[config.mk]
export PLATFORM = sky130hd
export DESIGN_NAME = fetch_stage
export DESIGN_NICKNAME = d
export VERILOG_FILES = /design/src/rtl/fetch_stage.sv
export SDC_FILE = /design/constraint.sdc
export NUM_CORES = 1
export LEC_CHECK = 0
export CAP_MARGIN = 20
export CORE_MARGIN = 10
export CORE_UTILIZATION = 52
export CTS_CLUSTER_DIAMETER = 80
export DETAILED_ROUTE_END_ITERATION = 10
export PLACE_DENSITY = 0.8
export REMOVE_ABC_BUFFERS = 1
export SYNTH_ARGS = -nofsm -noshare
export SYNTH_HDL_FRONTEND = slang
export SYNTH_SLANG_ARGS = --single-unit
[constraint.sdc]
create_clock -name clk -period 2.2 [get_ports clk]
set_input_delay 0.22 -clock clk [delete_from_list [all_inputs] [get_ports clk]]
set_output_delay 0.22 -clock clk [all_outputs]
set_load 0.005 [all_outputs]
[src/rtl/fetch_stage.sv]
// fetch_stage: MIPS IF stage, one outstanding imem fetch, 1-entry skid buffer, redirect kill of in-flight responses.
// Define FETCH_PERF_EN to add the bubble_cnt performance counter port.
module fetch_stage #(
  parameter logic [31:0] RESET_PC = 32'h0000_0000
) (
  input  logic        clk,
  input  logic        reset,
  input  logic        stall_F,
  input  logic        redirect_en,
  input  logic [31:0] redirect_pc,
  output logic        imem_req,
  output logic [31:0] imem_addr,
  input  logic        imem_gnt,
  input  logic        imem_rvalid,
  input  logic [31:0] imem_rdata,
  output logic [31:0] instr_F,
  output logic [31:0] pcplus4_F,
  output logic        valid_F
`ifdef FETCH_PERF_EN
  ,
  output logic [31:0] bubble_cnt
`endif
);
  typedef enum logic [1:0] {S_REQ, S_WAIT, S_FULL} state_t;
  state_t state_q, state_d;
  logic [31:0] pc_q, pc_d, req_pc_q, req_pc_d;
  logic [31:0] skid_instr_q, skid_instr_d, skid_pc4_q, skid_pc4_d;
  logic [31:0] instr_q, instr_d, pc4_q, pc4_d;
  logic        kill_q, kill_d, skid_v_q, skid_v_d, valid_q, valid_d;
  logic        out_free, resp_ok;
  assign out_free = !valid_q || !stall_F;
  assign resp_ok  = imem_rvalid && !kill_q && !redirect_en;
  always_ff @(posedge clk) state_q <= reset ? S_REQ : state_d;
  // A redirect in S_WAIT stays put: the killed response must still drain.
  always_comb begin
    state_d = state_q;
    if (state_q == S_REQ)
      state_d = imem_gnt ? S_WAIT : S_REQ;
    else if (state_q == S_WAIT)
      state_d = !imem_rvalid ? S_WAIT : (resp_ok && !out_free) ? S_FULL : S_REQ;
    else
      state_d = (!stall_F || redirect_en) ? S_REQ : S_FULL;
  end
  always_comb begin
    imem_req  = state_q == S_REQ && !skid_v_q && !reset;
    imem_addr = pc_q;
  end
  always_comb begin
    pc_d         = pc_q;
    req_pc_d     = req_pc_q;
    kill_d       = kill_q;
    skid_instr_d = skid_instr_q;
    skid_pc4_d   = skid_pc4_q;
    skid_v_d     = skid_v_q;
    valid_d      = valid_q && stall_F;
    instr_d      = stall_F ? instr_q : '0;
    pc4_d        = pc4_q;
    if (state_q == S_REQ && imem_gnt) begin
      req_pc_d = pc_q;
      pc_d     = pc_q + 32'd4;
      kill_d   = redirect_en;
    end
    if (state_q == S_WAIT)
      kill_d = !imem_rvalid && (kill_q || redirect_en);
    if (state_q == S_WAIT && resp_ok && out_free)
      {valid_d, instr_d, pc4_d} = {1'b1, imem_rdata, req_pc_q + 32'd4};
    if (state_q == S_WAIT && resp_ok && !out_free)
      {skid_v_d, skid_instr_d, skid_pc4_d} = {1'b1, imem_rdata, req_pc_q + 32'd4};
    if (state_q == S_FULL && !stall_F) begin
      {valid_d, instr_d, pc4_d} = {1'b1, skid_instr_q, skid_pc4_q};
      skid_v_d = 1'b0;
    end
    if (redirect_en) begin
      pc_d     = redirect_pc;
      valid_d  = 1'b0;
      instr_d  = '0;
      skid_v_d = 1'b0;
    end
  end
  always_ff @(posedge clk) begin
    if (reset) begin
      pc_q         <= RESET_PC;
      req_pc_q     <= '0;
      kill_q       <= 1'b0;
      skid_instr_q <= '0;
      skid_pc4_q   <= '0;
      skid_v_q     <= 1'b0;
      instr_q      <= '0;
      pc4_q        <= '0;
      valid_q      <= 1'b0;
    end else begin
      pc_q         <= pc_d;
      req_pc_q     <= req_pc_d;
      kill_q       <= kill_d;
      skid_instr_q <= skid_instr_d;
      skid_pc4_q   <= skid_pc4_d;
      skid_v_q     <= skid_v_d;
      instr_q      <= instr_d;
      pc4_q        <= pc4_d;
      valid_q      <= valid_d;
    end
  end
  assign instr_F   = instr_q;
  assign pcplus4_F = pc4_q;
  assign valid_F   = valid_q;
`ifdef FETCH_PERF_EN
  logic [31:0] bubble_q;
  always_ff @(posedge clk) bubble_q <= reset ? '0 : bubble_q + {31'b0, !valid_q && !stall_F};
  assign bubble_cnt = bubble_q;
`endif
endmodule

==> flow_summary.json <==
{
  "synthesis.area_um2": 8520,
  "synth_ff_type": "dfxtp_1",
  "io_pins": 168,
  "yosysSeqAreaShare_pct": 46.3,
  "start_util_pct": 53.4,
  "tritoncts.num_buffers": 17,
  "finClkSkew_ps": 5.94,
  "first_pass_iters": 6,
  "clockBufferDepth": 2,
  "drc": 0,
  "required_ps": 1980,
  "synth_edf_count": 0,
  "area_growth_syn_to_layout_pct": 29.8,
  "criticalPathCategory": "reg2out",
  "die_h_um": 148,
  "die-area_um2": 21900,
  "p_int_mw": 5.76,
  "ys_seq_elements": 197,
  "swShare_pct": 23.1,
  "seq_power_share_pct": 49.9,
  "final-hold-violation-count": 0,
  "grt_max_degree": 91,
  "htree_levels": 4,
  "yosysTopAreaCell": "dfxtp_1",
  "grt_pass1_vias": 7796,
  "grt.overflow.total": 0,
  "ir_worst_vdd_uv": 590,
  "outcome": "complete, no violations",
  "synth_top_area_share_pct": 46.3,
  "slew_violations": 0,
  "finalCritPeriodShare_pct": 95.2,
  "routedWlPerCell_um": 16.6,
  "hold_class": "in2reg",
  "async_reset_ff_share_pct": 0,
  "max_freq_mhz": 478,
  "cts_tree": "done",
  "route.met2.wl_um": 10800,
  "met3_length_um": 1950,
  "cp_max_fo": 7,
  "layout-drive-gt1-share_pct": 7.21,
  "drv_cap": 0,
  "place.port_buffers": 167,
  "grt_pass1_wl_um": 39300,
  "hold_slack_ps": 217,
  "grt_antenna_before_repair": 0,
  "synth_most_common_cell": "nand2_1",
  "pwr-share-comb_pct": 7.9,
  "maxUsedRoutingLayer": "met4",
  "startpoint_type": "flop",
  "dp_hpwl_um": 16500,
  "power.switching_mw": 1.73,
  "routed_wl_um": 23900,
  "fillers": 1315,
  "rows": 46,
  "routabilityCongestion": 0.812,
  "final_nets": 1280,
  "critical_path_arrival_ps": 1870,
  "core_um2": 15900,
  "rsz0062_at_grt": "no",
  "viasPerCell": 5.64,
  "final_util_pct": 69.4,
  "period_needed_ps": 2090,
  "clk_pin_slew_worst_paths_ps": 70,
  "synth.area.top_cells": "dfxtp_1, nand2_1, a21oi_1",
  "clk_root_buffer_cell": "clkbuf_16",
  "worst_pin_slew_ps": 902,
  "slew_headroom_pct": 39.8,
  "yosysWarnings": 0,
  "ys_top_cells_by_count": "nand2_1, dfxtp_1, a21oi_1, nor2_1, nand3_1",
  "regArea_um2": 3940,
  "cts_sinks": 197,
  "clock_power_share_pct": 42.2,
  "yosysUniqueCellTypes": 54,
  "vias": 8102,
  "powerDensity_nw_per_um2": 677,
  "gr-usage-all-layers_pct": 21.4,
  "finalSetupViolCount": 0,
  "insertion_delay_ps": 440,
  "synth_cells": 1071,
  "diodes": 0,
  "drtIter0Drc": 630,
  "route.antenna.remaining_nets": 0,
  "multiInputGateArea_um2": 4220,
  "syn_area_per_cell_um2": 7.95,
  "dieWidth_um": 148,
  "leakagePower_nw": 3.62,
  "end_kind": "primary output",
  "wl_met1_um": 10900
}
## cell usage in the layout (no fill, tap or decap), types with 4 or more instances in the layout
cell / n
nand2_1: 237
dfxtp_1: 197
clkdlybuf4s50_1: 166
a21oi_1: 92
nor2_1: 88
nand3_1: 65
a31oi_1: 47
a211oi_1: 37
buf_4: 30
nand4_1: 26
xor2_1: 24
nor3_1: 23
xnor2_1: 23
clkbuf_16: 17
and3_1: 16
o21ai_0: 12
a22oi_1: 12
nor4_1: 9
inv_1: 9
o22ai_1: 8
and4_1: 7
clkinv_2: 6
or3_1: 5
buf_12: 5
nand2b_1: 4
a221oi_1: 4
## path summary, 6_finish.rpt
| kind | startpoint | endpoint | slack (ps) | depth (start not counted) |
|---|---|---|---|---|
| setup reg to reg | state_q[0]$_SDFF_PP0_ | pcplus4_F[12]$_SDFFE_PP0P_ | 150 | 5 |
| hold reg to reg | skid_instr_q[5]$_SDFFE_PP0P_ | skid_instr_q[5]$_SDFFE_PP0P_ | 450 | 2 |
| hold / removal | reset | pcplus4_F[15]$_SDFFE_PP0P_ | 220 | 2 |
| setup / recovery | state_q[0]$_SDFF_PP0_ | imem_req | 110 | 2 |
## registers in the layout, indices dropped and copies added, names as in the netlist
name          count
imem_addr        32
instr_F          32
kill_q            1
pcplus4_F        32
req_pc_q         32
skid_instr_q     32
skid_pc4_q       32
skid_v_q          1
state_q           2
valid_F           1
## through the flow
step	instances	worst slack [ps]	power [mW]	TNS [ps]	area, um2
finish	1437	106	7.49	0	11100
global route	1437	35.7	7.75	0	11100
CTS	1437	51.7	7.53	0	11100
detailed placement	1405	20.6	4.40	0	10500
global placement	1405	59.2	4.40	0	10500
floorplan	988	-3020	4.00	-215600	8180
## metal layers
metal,global-route usage [%],vias to the layer above
li1,-,4027
met1,27.9,3741
met2,33.5,309
met3,6.62,25
met4,5.50,0
met5,0,-
## power by group through the flow
| stage | combinational, mW | sequential (mW) | clock (mW) |
|---|---|---|---|
| finish | 0.593 | 3.74 | 3.16 |
| floorplan | 0.200 | 3.80 | 0 |
| global placement | 0.583 | 3.81 | 0 |
| CTS | 0.593 | 3.73 | 3.20 |
| detailed placement | 0.588 | 3.82 | 0 |
| global route | 0.649 | 3.75 | 3.35 |
## area by class of cell
| cell class | instances | share of cell area (%) |
|---|---|---|
| multi-input combinational | 781 | 38.2 |
| timing repair buffer | 201 | 18.0 |
| clock buffer | 19 | 4.00 |
| clock inverter | 13 | 1.40 |
| sequential | 197 | 35.7 |
| tap | 216 | 2.44 |
| inverter | 10 | 0.339 |
## critical path, cell delays in order, from the launching register on
cell and delay, ps:
dfxtp_1 400, nor4_1 450, clkdlybuf4s50_1 590
## cell families (layout without fill, tap and decap cells)
logic type	count (synthesis)	in the layout	synth area share (%)
AND/OR/NAND/NOR	507	507	27.8
AO/OA/AOI/OAI	222	222	16.0
flip-flops	197	197	46.3
buffers and inverters	93	243	4.42
XOR/XNOR	47	47	4.83
multiplexers	3	3	0.353
adder cells (fa/ha/maj)	2	2	0.294
## timing repair
item | 4_1_cts | 5_1_grt
buffers inserted | 0 | 0
hold buffers | 0 | 0
hold endpoints to repair | 0 | 0
resized for setup | 0 | 1
endpoints found under the setup margin | 0 | 1
Note: power is estimated with default switching activity, not from simulation.
